--- src/rtl/pipelined_vec_op_pkg.sv ---
// Shared types for the pipelined vector engine: FSM states, op encodings
// and the signed-overflow classification used by the saturating datapath.
package vec_pipe_pkg;

  typedef enum logic [1:0] {
    IDLE  = 2'd0,
    ISSUE = 2'd1,
    DRAIN = 2'd2,
    DONE  = 2'd3
  } state_e;

  localparam logic OP_ADD = 1'b0;
  localparam logic OP_SUB = 1'b1;

  typedef enum logic [1:0] {
    SAT_NONE = 2'd0,
    SAT_POS  = 2'd1,
    SAT_NEG  = 2'd2
  } sat_e;

  // top2 holds the two MSBs of a sign-extended result; a mismatch is overflow,
  // and the extra MSB tells which rail to clamp to.
  function automatic sat_e sat_kind(input logic [1:0] top2);
    case (top2)
      2'b01:   return SAT_POS;
      2'b10:   return SAT_NEG;
      default: return SAT_NONE;
    endcase
  endfunction

endpackage

--- src/rtl/pipelined_vec_op_if.sv ---
// Control handshake plus the three external RAM ports of the vector engine.
interface pipelined_vec_op_if #(
  parameter int DATA_W = 32,
  parameter int ADDR_W = 2
);
  import vec_pipe_pkg::*;

  // start is a one-cycle request, taken only when the engine is idle and not
  // busy; finish is a one-cycle completion pulse; RAM read data is valid
  // exactly RD_LAT cycles after the matching a_en/b_en strobe.
  logic              start;
  logic [ADDR_W:0]   len;
  logic              op;
  logic [ADDR_W-1:0] a_addr;
  logic              a_en;
  logic [DATA_W-1:0] a_q;
  logic [ADDR_W-1:0] b_addr;
  logic              b_en;
  logic [DATA_W-1:0] b_q;
  logic [ADDR_W-1:0] c_addr;
  logic              c_we;
  logic [DATA_W-1:0] c_data;
  logic              busy;
  logic              finish;
  logic [31:0]       return_val;

  modport slave (
    input  start, len, op, a_q, b_q,
    output a_addr, a_en, b_addr, b_en, c_addr, c_we, c_data, busy, finish, return_val
  );

  modport master (
    output start, len, op, a_q, b_q,
    input  a_addr, a_en, b_addr, b_en, c_addr, c_we, c_data, busy, finish, return_val
  );

endinterface

--- src/rtl/pipelined_vec_op_valid_shift.sv ---
// Valid bit + element index delay line matching the RAM read latency.
module pipe_valid_shift #(
  parameter int DEPTH = 2,
  parameter int IDX_W = 2
) (
  input  logic             clk,
  input  logic             clr_n_i,
  input  logic             valid_i,
  input  logic [IDX_W-1:0] idx_i,
  output logic             valid_o,
  output logic [IDX_W-1:0] idx_o
);

  logic [DEPTH-1:0]            valid_q;
  logic [DEPTH-1:0][IDX_W-1:0] idx_q;

  always_ff @(posedge clk) begin
    if (!clr_n_i) begin
      valid_q <= '0;
      idx_q   <= '0;
    end else begin
      valid_q[0] <= valid_i;
      idx_q[0]   <= idx_i;
      for (int k = 1; k < DEPTH; k++) begin
        valid_q[k] <= valid_q[k-1];
        idx_q[k]   <= idx_q[k-1];
      end
    end
  end

  assign valid_o = valid_q[DEPTH-1];
  assign idx_o   = idx_q[DEPTH-1];

endmodule

--- src/rtl/pipelined_vec_op.sv ---
// Vector engine c[i] = a[i] OP b[i]: issues one RAM read every II cycles,
// writes each result RD_LAT+1 cycles after its issue, and accumulates a checksum.
module pipelined_vec_op
  import vec_pipe_pkg::*;
#(
  parameter int DATA_W = 32,
  parameter int ADDR_W = 2,
  parameter int II     = 3,
  parameter int RD_LAT = 2,
  parameter int SAT    = 0
) (
  input  logic               clk,
  input  logic               reset,
  pipelined_vec_op_if.slave  bus_io,
  output state_e             dbg_state_o
);

  localparam int              DEPTH   = 2 ** ADDR_W;
  localparam logic [ADDR_W:0] LEN_MAX = (ADDR_W + 1)'(DEPTH);
  localparam logic [3:0]      II_LAST = 4'(II - 1);

  state_e            state_q;
  logic [ADDR_W:0]   len_q;
  logic              op_q;
  logic [3:0]        ii_q;
  logic [ADDR_W-1:0] addr_q;
  logic              en_q;
  logic [ADDR_W-1:0] c_addr_q;
  logic              c_we_q;
  logic [DATA_W-1:0] c_data_q;
  logic              busy_q;
  logic              finish_q;
  logic [31:0]       ret_q;

  logic              pv_valid;
  logic [ADDR_W-1:0] pv_idx;
  logic [ADDR_W:0]   len_clamped;
  logic [ADDR_W:0]   last_idx;
  logic              last_issue;
  logic              accept;
  logic [DATA_W:0]   a_ext, b_ext, wide;
  sat_e              kind;
  logic [DATA_W-1:0] res_d;
  logic [31:0]       c_ext;

  assign len_clamped = (bus_io.len > LEN_MAX) ? LEN_MAX : bus_io.len;
  assign last_idx    = len_q - 1'b1;
  assign last_issue  = ({1'b0, addr_q} == last_idx);
  assign accept      = bus_io.start && (state_q == IDLE) && !busy_q;

  pipe_valid_shift #(.DEPTH(RD_LAT), .IDX_W(ADDR_W)) u_valid_shift (
    .clk     (clk),
    .clr_n_i (reset),
    .valid_i (en_q),
    .idx_i   (addr_q),
    .valid_o (pv_valid),
    .idx_o   (pv_idx)
  );

  // Sign-extended operands give one guard bit for overflow detection.
  always_comb begin
    a_ext = {bus_io.a_q[DATA_W-1], bus_io.a_q};
    b_ext = {bus_io.b_q[DATA_W-1], bus_io.b_q};
    wide  = (op_q == OP_SUB) ? (a_ext - b_ext) : (a_ext + b_ext);
    kind  = sat_kind(wide[DATA_W -: 2]);
    res_d = wide[DATA_W-1:0];
    if (SAT != 0 && kind == SAT_POS) res_d = {1'b0, {(DATA_W-1){1'b1}}};
    if (SAT != 0 && kind == SAT_NEG) res_d = {1'b1, {(DATA_W-1){1'b0}}};
  end

  generate
    if (DATA_W >= 32) begin : g_trunc
      assign c_ext = c_data_q[31:0];
    end else begin : g_zext
      assign c_ext = {{(32-DATA_W){1'b0}}, c_data_q};
    end
  endgenerate

  always_ff @(posedge clk) begin
    if (!reset) begin
      state_q  <= IDLE;
      len_q    <= '0;
      op_q     <= OP_ADD;
      ii_q     <= '0;
      addr_q   <= '0;
      en_q     <= 1'b0;
      c_addr_q <= '0;
      c_we_q   <= 1'b0;
      c_data_q <= '0;
      busy_q   <= 1'b0;
      finish_q <= 1'b0;
      ret_q    <= '0;
    end else begin
      en_q     <= 1'b0;
      finish_q <= 1'b0;
      c_we_q   <= pv_valid;
      if (pv_valid) begin
        c_addr_q <= pv_idx;
        c_data_q <= res_d;
      end
      if (c_we_q)   ret_q  <= ret_q + c_ext;
      if (finish_q) busy_q <= 1'b0;
      case (state_q)
        IDLE: if (accept) begin
          len_q  <= len_clamped;
          op_q   <= bus_io.op;
          ret_q  <= '0;
          busy_q <= 1'b1;
          ii_q   <= '0;
          addr_q <= '0;
          if (len_clamped == '0) state_q <= DONE;
          else begin
            state_q <= ISSUE;
            en_q    <= 1'b1;
          end
        end
        // Issue slots fall on ii_q == 0; the index never steps past len-1.
        ISSUE: begin
          if (ii_q == '0 && last_issue) state_q <= DRAIN;
          else if (ii_q == II_LAST) begin
            ii_q   <= '0;
            addr_q <= addr_q + 1'b1;
            en_q   <= 1'b1;
          end else ii_q <= ii_q + 1'b1;
        end
        DRAIN: if (pv_valid && pv_idx == last_idx[ADDR_W-1:0]) state_q <= DONE;
        DONE: begin
          finish_q <= 1'b1;
          state_q  <= IDLE;
        end
        default: state_q <= IDLE;
      endcase
    end
  end

  assign bus_io.a_addr     = addr_q;
  assign bus_io.a_en       = en_q;
  assign bus_io.b_addr     = addr_q;
  assign bus_io.b_en       = en_q;
  assign bus_io.c_addr     = c_addr_q;
  assign bus_io.c_we       = c_we_q;
  assign bus_io.c_data     = c_data_q;
  assign bus_io.busy       = busy_q;
  assign bus_io.finish     = finish_q;
  assign bus_io.return_val = ret_q;
  assign dbg_state_o       = state_q;

endmodule

--- src/flat_wrapper.sv ---
// flat-port wrapper written by rule: the top's interface ports become plain ports
module pipelined_vec_op_flat import vec_pipe_pkg::*;
#(
  parameter int DATA_W = 32,
  parameter int ADDR_W = 2,
  parameter int II     = 3,
  parameter int RD_LAT = 2,
  parameter int SAT    = 0
)
  (clk, reset, dbg_state_o, bus_io_start, bus_io_len, bus_io_op, bus_io_a_q, bus_io_b_q, bus_io_a_addr, bus_io_a_en, bus_io_b_addr, bus_io_b_en, bus_io_c_addr, bus_io_c_we, bus_io_c_data, bus_io_busy, bus_io_finish, bus_io_return_val);
  pipelined_vec_op_if #(.DATA_W(DATA_W), .ADDR_W(ADDR_W)) bus_io_i ();
  input  logic clk;
  input  logic reset;
  output state_e dbg_state_o;
  input wire logic [$bits(bus_io_i.start)-1:0] bus_io_start;
  input wire logic [$bits(bus_io_i.len)-1:0] bus_io_len;
  input wire logic [$bits(bus_io_i.op)-1:0] bus_io_op;
  input wire logic [$bits(bus_io_i.a_q)-1:0] bus_io_a_q;
  input wire logic [$bits(bus_io_i.b_q)-1:0] bus_io_b_q;
  output wire logic [$bits(bus_io_i.a_addr)-1:0] bus_io_a_addr;
  output wire logic [$bits(bus_io_i.a_en)-1:0] bus_io_a_en;
  output wire logic [$bits(bus_io_i.b_addr)-1:0] bus_io_b_addr;
  output wire logic [$bits(bus_io_i.b_en)-1:0] bus_io_b_en;
  output wire logic [$bits(bus_io_i.c_addr)-1:0] bus_io_c_addr;
  output wire logic [$bits(bus_io_i.c_we)-1:0] bus_io_c_we;
  output wire logic [$bits(bus_io_i.c_data)-1:0] bus_io_c_data;
  output wire logic [$bits(bus_io_i.busy)-1:0] bus_io_busy;
  output wire logic [$bits(bus_io_i.finish)-1:0] bus_io_finish;
  output wire logic [$bits(bus_io_i.return_val)-1:0] bus_io_return_val;
  assign bus_io_i.start = bus_io_start;
  assign bus_io_i.len = bus_io_len;
  assign bus_io_i.op = bus_io_op;
  assign bus_io_i.a_q = bus_io_a_q;
  assign bus_io_i.b_q = bus_io_b_q;
  assign bus_io_a_addr = bus_io_i.a_addr;
  assign bus_io_a_en = bus_io_i.a_en;
  assign bus_io_b_addr = bus_io_i.b_addr;
  assign bus_io_b_en = bus_io_i.b_en;
  assign bus_io_c_addr = bus_io_i.c_addr;
  assign bus_io_c_we = bus_io_i.c_we;
  assign bus_io_c_data = bus_io_i.c_data;
  assign bus_io_busy = bus_io_i.busy;
  assign bus_io_finish = bus_io_i.finish;
  assign bus_io_return_val = bus_io_i.return_val;
  pipelined_vec_op #(.DATA_W(DATA_W), .ADDR_W(ADDR_W), .II(II), .RD_LAT(RD_LAT), .SAT(SAT)) u_core (.clk(clk), .reset(reset), .bus_io(bus_io_i), .dbg_state_o(dbg_state_o));
endmodule
--- config.mk ---
export PLATFORM = sky130hd
export DESIGN_NAME = pipelined_vec_op_flat
export DESIGN_NICKNAME = d
export VERILOG_FILES = /design/src/rtl/pipelined_vec_op_pkg.sv /design/src/rtl/pipelined_vec_op_if.sv /design/src/rtl/pipelined_vec_op_valid_shift.sv /design/src/rtl/pipelined_vec_op.sv /design/src/flat_wrapper.sv
export SDC_FILE = /design/constraint.sdc
export NUM_CORES = 1
export LEC_CHECK = 0
export BUFFER_PORTS_ARGS = -buffer_cell sky130_fd_sc_hd__buf_2
export CORE_ASPECT_RATIO = 1.4
export CORE_UTILIZATION = 40
export CTS_CLUSTER_DIAMETER = 150
export CTS_CLUSTER_SIZE = 25
export DETAILED_ROUTE_END_ITERATION = 8
export MAX_ROUTING_LAYER = met4
export PLACE_DENSITY = 0.6
export SLEW_MARGIN = 20
export SYNTH_ARGS = -nofsm -noshare
export SYNTH_HDL_FRONTEND = slang
export SYNTH_HIERARCHICAL = 1
export SYNTH_SLANG_ARGS = --single-unit
--- constraint.sdc ---
create_clock -name clk -period 3.6 [get_ports clk]
set_input_delay 0.18 -clock clk [delete_from_list [all_inputs] [get_ports clk]]
set_output_delay 0.18 -clock clk [all_outputs]
set_load 0.03 [all_outputs]
Yosys cells after proc, flatten, opt, wreduce, memory -nomap -nowiden:

Cells that the tools add are included.

* add/sub/neg operators: 6
* $lt $le $gt $ge: 1
* equal/unequal tests: 11
* mux-type cells: 27
* reduce and logical (&&, ||, !) cells: 13

Operators with widths (number)
* $mux W32: 4
* $add A32 B32 Y32: 2
* $sub A32 B32 Y32: 1
* $mux W2: 7
* $mux W4: 3
* $mux W1: 8
* $ne A2 B1 Y1 const B: 4
* $pmux W2 S4: 1
* $pmux W4 S2: 1
* $reduce_and A3 Y1: 2
* $add A4 B1 Y4 const B: 1
* $eq A2 B2 Y1 const B: 2
* $eq A4 B2 Y1 const B: 1
* $logic_and A1 B1 Y1: 4
* $logic_not A4 Y1: 1
* $pmux W2 S2: 1
* $reduce_and A4 Y1: 1
* $eq A2 B3 Y1: 1
* $gt A3 B3 Y1 const B: 1
* $logic_not A3 Y1: 1
* $mux W3: 1
* $sub A3 B1 Y3 const B: 1
* $add A2 B1 Y2 const B: 1
* $eq A2 B1 Y1 const B: 1
* other kinds (7): 7

* register bits: 88
* bits of input ports: 71
* output and inout port bits: 77
* word-level logic and storage cells: 73

Depth between registers and ports, before layout:

Gate-level depths: netlist (run 1).

* depth after elaboration: 6
* depth in mapped cells: 20
* mapped depth without buffers: 19

Hierarchy:

The synthesis (run 1) kept the hierarchy.

By module, submodules not included
* pipelined_vec_op: times used 1, cells an instance 936, area an instance 7263.2 um2, seq. area each 1641.6 um2
* pipe_valid_shift: times used 1, cells an instance 14, area an instance 172.7 um2, seq. area each 120.1 um2

Least setup slack after synthesis (run 1):

OpenSTA, ideal clock, no wires.

* path kind: input port to flip-flop
* from: input port bus_io_b_q[9]
* to: register u_core.c_data_q[27], in the netlist u_core/bus_io.c_data[27]
* library setup time: 117 ps
* arrival time: 3502 ps
* required time: 3483 ps
* setup slack: -20 ps
* stages: 16
* buffers on the path: 1
* cell sequence: or4_4 nor3_4 nand3_2 o31ai_1 o21ai_1 xnor2_1 ha_1 and2_1 clkbuf_1 and4_1 nand3_1 o21ai_0 o31ai_2 a21oi_1 or3_1 a32o_1

* word-level cells in the longest chain between the ends: 2
* elaborated cells between the ends (all ways): 3
* classes of those cells: add/sub: 2; mux: 1

Ends and longest elaborated chain
* start: declaration: RTL line flat_wrapper.sv:19 `input wire logic [$bits(bus_io_i.b_q)-1:0] bus_io_b_q;`
* $add A32 B32 Y32 or $sub A32 B32 Y32 (tied branches): RTL line pipelined_vec_op.sv:64 `wide = (op_q == OP_SUB) ? (a_ext - b_ext) : (a_ext + b_ext);`
* $mux W32 *: RTL line pipelined_vec_op.sv:64
* end signal: assignment: RTL line pipelined_vec_op.sv:99 `c_data_q <= res_d;`
* end: declaration: RTL line pipelined_vec_op.sv:30 `logic [DATA_W-1:0] c_data_q;`

Mark *: on every way between the ends. The rest lies on a longest branch, timed or not.
A chain may end at the register's enable or synchronous reset.

Worst setup path in the final report (run 1):

* from: input port bus_io_b_q[1]
* to: register u_core.c_data_q[31], in the netlist u_core/bus_io.c_data[31]

Same word-level chain as after synthesis.

==> run summary, run 1 <==
Status = completed
Die Area = 19100 um^2
Worst Hold Class = in2reg
Buffers on Ports = 147
Clk_skew = 0.0106 ns
Register area share after synthesis = 0.237
Min cycle time layout = 3.49 ns
Tightest hold margin = 0.0675 ns
Number of global-route vias before repair = 7212
EDFF count, synth = 0
CTS Sinks = 88
Synthesized instance count = 950
Gp weighted congestion = 0.885
WL final = 21.1 mm
Relative slew slack = 0.350
Final Hold Viols = 0
First-pass GRT wire length = 34.1 mm
Post-route cell area = 9520 um^2
Nets = 1309
Async S/R FF share, synth = 0
Ports = 148
Power Dens Cells = 401 nW/um^2
Top post-synthesis cells by area = dfxtp_1 (24%), ha_1 (11%), xnor2_1 (6.6%), nor2_1 (6.0%), a21oi_1 (5.8%)
Max FO, Critical Path = 4
Final HPWL DP = 17.1 mm
CP Capture Type = flop
DR vias/cell = 5.33
DP Cell Count = 1396
Residual DRC = 0
Utilization of the core after routing = 0.527
Worst-Skew Late Latency = 0.35 ns
Routed vias = 7528
Final period util = 0.971
Pin count of the biggest net entering global routing = 29
Total GRT Usage = 0.232
Die Y = 163 um
Clock Path Buffers = 2
CTS root buffer = clkbuf_16
Starting Density = 0.412
Top_reg_cell synth = dfxtp_1
DR iter-0 viols = 354
Synthesized area per cell = 7.83 um^2
DP Area = 9060 um^2
Critical R2R Launch = u_core/op_q$_SDFFE_PN0P_
Reg clk slew, reported paths = 0.07 ns
N_diodes = 0
Core box area = 18100 um^2
Fin cells = 1413
Area of the mapped netlist = 7440 um^2
Max cap viols = 0
H-tree depth = 3
Seq cells post-synth = 88
Critical Path RT = 3.84 ns
Peak VDD IR = 264 uV
DR WL/cell = 14.9 um
FMAX = 286 MHz
Leak Pwr = 4.46 nW
Share of layout cells above drive strength 1 = 0.269
CP Launch Point = bus_io_b_q[1]
Slew @ Worst Pin = 0.974 ns
CTS Buf Count = 9
Final setup fails = 0
Min-delay src = bus_io_op
Global route overflow = 0
Area leader, netlist = dfxtp_1
CTS tree = built
RSZ-0062 raised after global routing = yes
CP arrival = 3.73 ns
Slew Viols, Final = 0
Post-synth top area share = 0.237
Critical path class = in2reg
Setup TNS Final = 0 ns
DRT Pass-1 Iters = 4
Die width = 117 um
Critical path startpoint category = primary input
Syn-to-layout area delta = 28.0%
FP Rows = 58
Yosys Warn Count = 6
Syn nets = 1091
Antenna violations before repair = 0
Distinct cells, synth = 77
Antenna Nets Post-Route = 0
-- registers in the layout (all words and copies together), names as in the netlist --
name and flops:
u_core/bus_io.c_data 32, u_core/bus_io.return_val 32, u_core/ii_q 4, u_core/len_q 3
u_core/bus_io.a_addr 2, u_core/bus_io.c_addr 2, u_core/dbg_state_o 2, u_core/u_valid_shift/idx_o 2
u_core/u_valid_shift/idx_q 2, u_core/u_valid_shift/valid_q 2, u_core/bus_io.a_en 1, u_core/bus_io.busy 1
u_core/bus_io.c_we 1, u_core/bus_io.finish 1, u_core/op_q 1
-- repair_timing --
item | CTS | global route
endpoints found under the hold margin | 0 | 0
endpoints found under the setup margin | 0 | 8
gates resized for setup | 0 | 32
buffers inserted | 0 | 1
hold buffers | 0 | 0
-- worst max-delay path, stage by stage --
cell and delay, ns:
buf_8 0.10, inv_4 0.05, ha_4 0.14, nand2b_4 0.06
nor4_4 0.25, nor2b_4 0.21, buf_6 0.11, nand3b_1 0.17
nor4_1 0.30, buf_4 0.18, a21oi_1 0.07, xnor2_1 0.12
ha_1 0.32, a21oi_1 0.19, o21bai_1 0.08, a21o_1 0.19
a21oi_1 0.15, nor2b_1 0.06, a2111oi_1 0.39, o31ai_1 0.16
a21oi_1 0.18, nor3b_2 0.06
-- stage by stage --
stage,worst slack [ns],power [W]
detailed placement,-0.334,0.00281
CTS,0.00380,0.00380
floorplan,0.0622,0.00221
finish,0.105,0.00381
global placement,-0.300,0.00281
global route,-0.0819,0.00408
-- per-layer routing --
layer	global-route usage	share of wire	up-vias
met5	-	0	-
met1	0.280	0.46	3473
li1	-	-	3893
met2	0.396	0.50	136
met3	0.0267	0.025	26
met4	0.0736	0.018	0
-- final cells by class --
class / count / area, um^2
fill: 1800 / 8550
multi-input combinational: 787 / 5500
sequential: 88 / 1760
timing repair buffer: 251 / 1540
tap: 240 / 300
clock buffer: 10 / 239
inverter: 31 / 119
clock inverter: 6 / 65.1
-- kinds of logic after synthesis --
logic type               count (synthesis)  share of synthesized area
flip-flops                              88                      0.237
multiplexers                            35                     0.0475
XOR/XNOR                                74                     0.0882
adder cells (fa/ha/maj)                 70                      0.120
buffers and inverters                   75                     0.0411
AND/OR/NAND/NOR                        341                      0.227
AO/OA/AOI/OAI                          267                      0.239
-- cell usage after synthesis (all sizes together) (3+ instances only) --
| cell type | count |
|---|---|
| nand3 | 37 |
| and2 | 12 |
| o21a | 10 |
| nor4 | 7 |
| a2111o | 3 |
| xnor2 | 57 |
| xor2 | 17 |
| o21ai | 40 |
| o31ai | 5 |
| nand2b | 10 |
| a31oi | 15 |
| buf | 18 |
| nor3b | 4 |
| clkbuf | 26 |
| o2111ai | 4 |
| ha | 68 |
| a21boi | 9 |
| or4 | 5 |
| mux2i | 33 |
| and3 | 9 |
| a211o | 3 |
| nand4b | 3 |
| o21bai | 5 |
| nand3b | 9 |
| a221oi | 3 |
| nor3 | 30 |
| nor2 | 119 |
| nand2 | 60 |
| and4 | 3 |
| nand4 | 8 |
| or3 | 9 |
| or2 | 6 |
| dfxtp | 88 |
| o211a | 3 |
| inv | 31 |
| a21oi | 87 |
| nor2b | 7 |
| a21o | 40 |
| o211ai | 6 |
| a211oi | 17 |
-- power by group --
| part | internal, W | leakage (nW) | switching (W) |
|---|---|---|---|
| Sequential | 0.00103 | 0.711 | 0.0000646 |
| Combinational | 0.000805 | 3.60 | 0.000938 |
| Clock | 0.000560 | 0.149 | 0.000421 |
-- path summary, 6_finish.rpt --
check                           depth (start not counted)  slack [ns]                                    endpoint
worst max-delay path                                   22        0.11       u_core/bus_io.c_data[31]$_SDFFE_PN0P_
worst min-delay path                                    3        0.07                    u_core/op_q$_SDFFE_PN0P_
worst max register to register                         12        0.26       u_core/bus_io.c_data[22]$_SDFFE_PN0P_
worst min register to register                          1        0.44  u_core/u_valid_shift/valid_q[1]$_SDFF_PN0_
-- placed cells by master, fill, tap and decap left out, types with 32 or more instances in the layout --
master	count
a21o_1	40
a21oi_1	80
buf_2	145
buf_4	103
dfxtp_1	88
ha_1	67
mux2i_1	33
nand2_1	60
nand3_1	35
nor2_1	117
o21ai_0	32
xnor2_1	56
Power figures use the tool's default switching activity.
==> run 2, diff against run 1 <==
CELL_PAD_IN_SITES_DETAIL_PLACEMENT = 0   (was unset)
CELL_PAD_IN_SITES_GLOBAL_PLACEMENT = 1   (was unset)
CORE_UTILIZATION = 37   (was 40)
PLACE_DENSITY = 0.74   (was 0.6)
==> run 2 against run 1 <==
  * Count of clock-buffer cells in the layout rose by 2
  * Critical path type unchanged
  * Routed wire length rose by 2.8%
  * Sequential cell count did not move
  * Final cell count rose by 0.71%
==> run summary, run 2 (synthesis results as in run 1) <==
Critical path class = in2reg (unchanged)
CTS Sinks = 88 (unchanged)
Pin count of the biggest net entering global routing = 33 (was 29)
DR iter-0 viols = 358 (was 354)
CTS Buf Count = 9 (unchanged)
CTS tree = built (unchanged)
Buffers on Ports = 147 (unchanged)
Final Hold Viols = 0 (unchanged)
Worst flop-to-flop path endpoint = u_core/bus_io.c_data[30]$_SDFFE_PN0P_ (was u_core/bus_io.c_data[22]$_SDFFE_PN0P_)
Starting Density = 0.376 (was 0.412)
Max FO, Critical Path = 4 (unchanged)
Syn-to-layout area delta = 27.9% (was 28.0%)
DR WL/cell = 15.2 um (was 14.9 um)
Setup WS pre-CTS = -0.340 ns (was -0.334 ns)
Leak Pwr = 4.44 nW (was 4.46 nW)
Slew @ Worst Pin = 0.866 ns (was 0.974 ns)
Commonest non-fill, non-tap cell in the layout = buf_2 (unchanged)
H-tree depth = 3 (unchanged)
First-pass GRT wire length = 34.7 mm (was 34.1 mm)
Reg clk slew, reported paths = 0.07 ns (about the same)
Worst-Skew Late Latency = 0.35 ns (about the same)
CTS root buffer = clkbuf_16 (unchanged)
Residual DRC = 0 (unchanged)
Ports = 148 (unchanged)
Final period util = 0.942 (was 0.971)
Worst setup margin = 0.207 ns (was 0.105 ns)
Critical R2R Launch = u_core/op_q$_SDFFE_PN0P_ (unchanged)
Power Dens Cells = 401 nW/um^2 (about the same)
Final setup fails = 0 (unchanged)
Nets = 1307 (was 1309)
CP Capture Type = flop (unchanged)
Reg2reg setup slack = 0.21 ns (was 0.26 ns)
Critical Path RT = 3.84 ns (about the same)
Peak VDD IR = 330 uV (was 264 uV)
Overall power = 0.00381 W (about the same)
Critical Path Slowest Stage Cell = or4_4 (was a2111oi_1)
Global route overflow = 0 (unchanged)
Commonest cells after routing, fill and taps aside = buf_2 (147), nor2_1 (118), buf_4 (101) (was buf_2 (145), nor2_1 (117), buf_4 (103))
Clock Path Buffers = 2 (unchanged)
Fill count = 2000 (was 1800)
Die width = 122 um (was 117 um)
Worst Hold Class = in2reg (unchanged)
Critical path startpoint category = primary input (unchanged)
Final HPWL DP = 17.4 mm (was 17.1 mm)
Total GRT Usage = 0.217 (was 0.232)
Slew Viols, Final = 0 (unchanged)
Max cap viols = 0 (unchanged)
Slowest stage delay, CP = 0.54 ns (was 0.39 ns)
Die Y = 170 um (was 163 um)
Min-delay src = bus_io_op (unchanged)
FP Rows = 61 (was 58)
FMAX = 295 MHz (was 286 MHz)
Most used cell, CP = a21oi_2 (was a21oi_1)
Number of global-route vias before repair = 7213 (was 7212)
DRT Pass-1 Iters = 5 (was 4)
Share of layout cells above drive strength 1 = 0.269 (about the same)
Relative slew slack = 0.422 (was 0.350)
Status = completed (unchanged)
Clk_skew = 0.0134 ns (was 0.0106 ns)
Critical path endpoint = u_core/bus_io.c_data[27]$_SDFFE_PN0P_ (was u_core/bus_io.c_data[31]$_SDFFE_PN0P_)
Antenna violations before repair = 0 (unchanged)
DP Area = 9060 um^2 (unchanged)
Antenna Nets Post-Route = 0 (unchanged)
Min cycle time layout = 3.39 ns (was 3.49 ns)
Core box area = 19800 um^2 (was 18100 um^2)
Post-route cell area = 9510 um^2 (was 9520 um^2)
N_diodes = 0 (unchanged)
Routed vias = 7491 (was 7528)
Cell Chain, Critical Path = buf_2, or4_4, nor3_4, nand3b_1, nor3_2, a21oi_2, xnor2_1, ha_1, and2_4, and4_1, nand3_1, o21ai_1, buf_4, o31ai_4, a21oi_2, or3_1, a32o_1 (was buf_8, inv_4, ha_4, nand2b_4, nor4_4, nor2b_4, buf_6, nand3b_1, nor4_1, buf_4, a21oi_1, xnor2_1, ha_1, a21oi_1, o21bai_1, a21o_1, a21oi_1, nor2b_1, a2111oi_1, o31ai_1, a21oi_1, nor3b_2)
CP arrival = 3.63 ns (was 3.73 ns)
DR vias/cell = 5.26 (was 5.33)
Tightest hold margin = 0.0718 ns (was 0.0675 ns)
Gp weighted congestion = 0.876 (was 0.885)
CP Launch Point = bus_io_b_q[9] (was bus_io_b_q[1])
WL final = 21.7 mm (was 21.1 mm)
Die Area = 20700 um^2 (was 19100 um^2)
Worst reg2reg path depth = 11 (was 12)
-- run 2: changes by cell type in the layout (fill, tap and decap cells not counted), moves of 2 or more --
cell	change
and2_1	-2
nor3_1	+2
inv_6	-2
clkbuf_1	+2
and2_4	+2
clkinv_2	-2
buf_4	-2
nor3_2	-2
buf_2	+2
-- run 2: per-layer routing --
layer / vias to the layer above / share of wire / GRT usage
li1: 3869 / - / -
met1: 3461 / 0.45 / 0.259
met2: 142 / 0.50 / 0.381
met3: 19 / 0.031 / 0.0205
met4: 0 / 0.013 / 0.0623
met5: - / 0 / -
-- run 2: how the worst min path moves through the flow --
stage	to	slack, ns	depth (start not counted)
after floorplan	u_core/u_valid_shift/idx_o[0]$_SDFF_PN0_	0.30	1
after global placement	u_core/u_valid_shift/idx_o[1]$_SDFF_PN0_	0.41	1
after detailed placement	u_core/u_valid_shift/idx_o[1]$_SDFF_PN0_	0.42	1
after CTS	u_core/op_q$_SDFFE_PN0P_	0.07	3
after global routing	u_core/op_q$_SDFFE_PN0P_	0.10	3
final	u_core/op_q$_SDFFE_PN0P_	0.07	3
-- run 2: critical path: cells and delay by family --
family / cells / cell delay, ns
buffers and inverters: 2 / 0.24
AND/OR/NAND/NOR: 8 / 2.00
AO/OA/AOI/OAI: 5 / 0.75
XOR/XNOR: 1 / 0.14
adder cells (fa/ha/maj): 1 / 0.32
-- run 2: layout make-up --
cell class	count	area (um^2)	area share
clock buffer	12	246	0.0259
clock inverter	4	53.8	0.00566
inverter	31	116	0.0122
multi-input combinational	787	5510	0.580
sequential	88	1760	0.185
tap	252	315	0.0331
timing repair buffer	249	1510	0.158
-- run 2: through the flow --
step | utilization | setup TNS (ns) | instances
final | 0.481 | 0 | 1423
after global routing | 0.481 | -0.0355 | 1423
after CTS | 0.474 | 0 | 1422
after detailed placement | 0.458 | -1.61 | 1406
after global placement | 0.458 | -1.35 | 1406
after floorplan | - | 0 | 950
-- run 2: repair_timing --
item,in CTS,in global routing
pin swaps,0,19
setup endpoints to repair,1,7
resized for setup,1,31
setup buffers,0,2
hold buffers,0,0
-- run 2: power breakdown --
group          switching (W)  leakage [nW]  internal, W
combinational       0.000947          3.59     0.000808
clock               0.000409         0.139     0.000560
sequential         0.0000644         0.711      0.00103
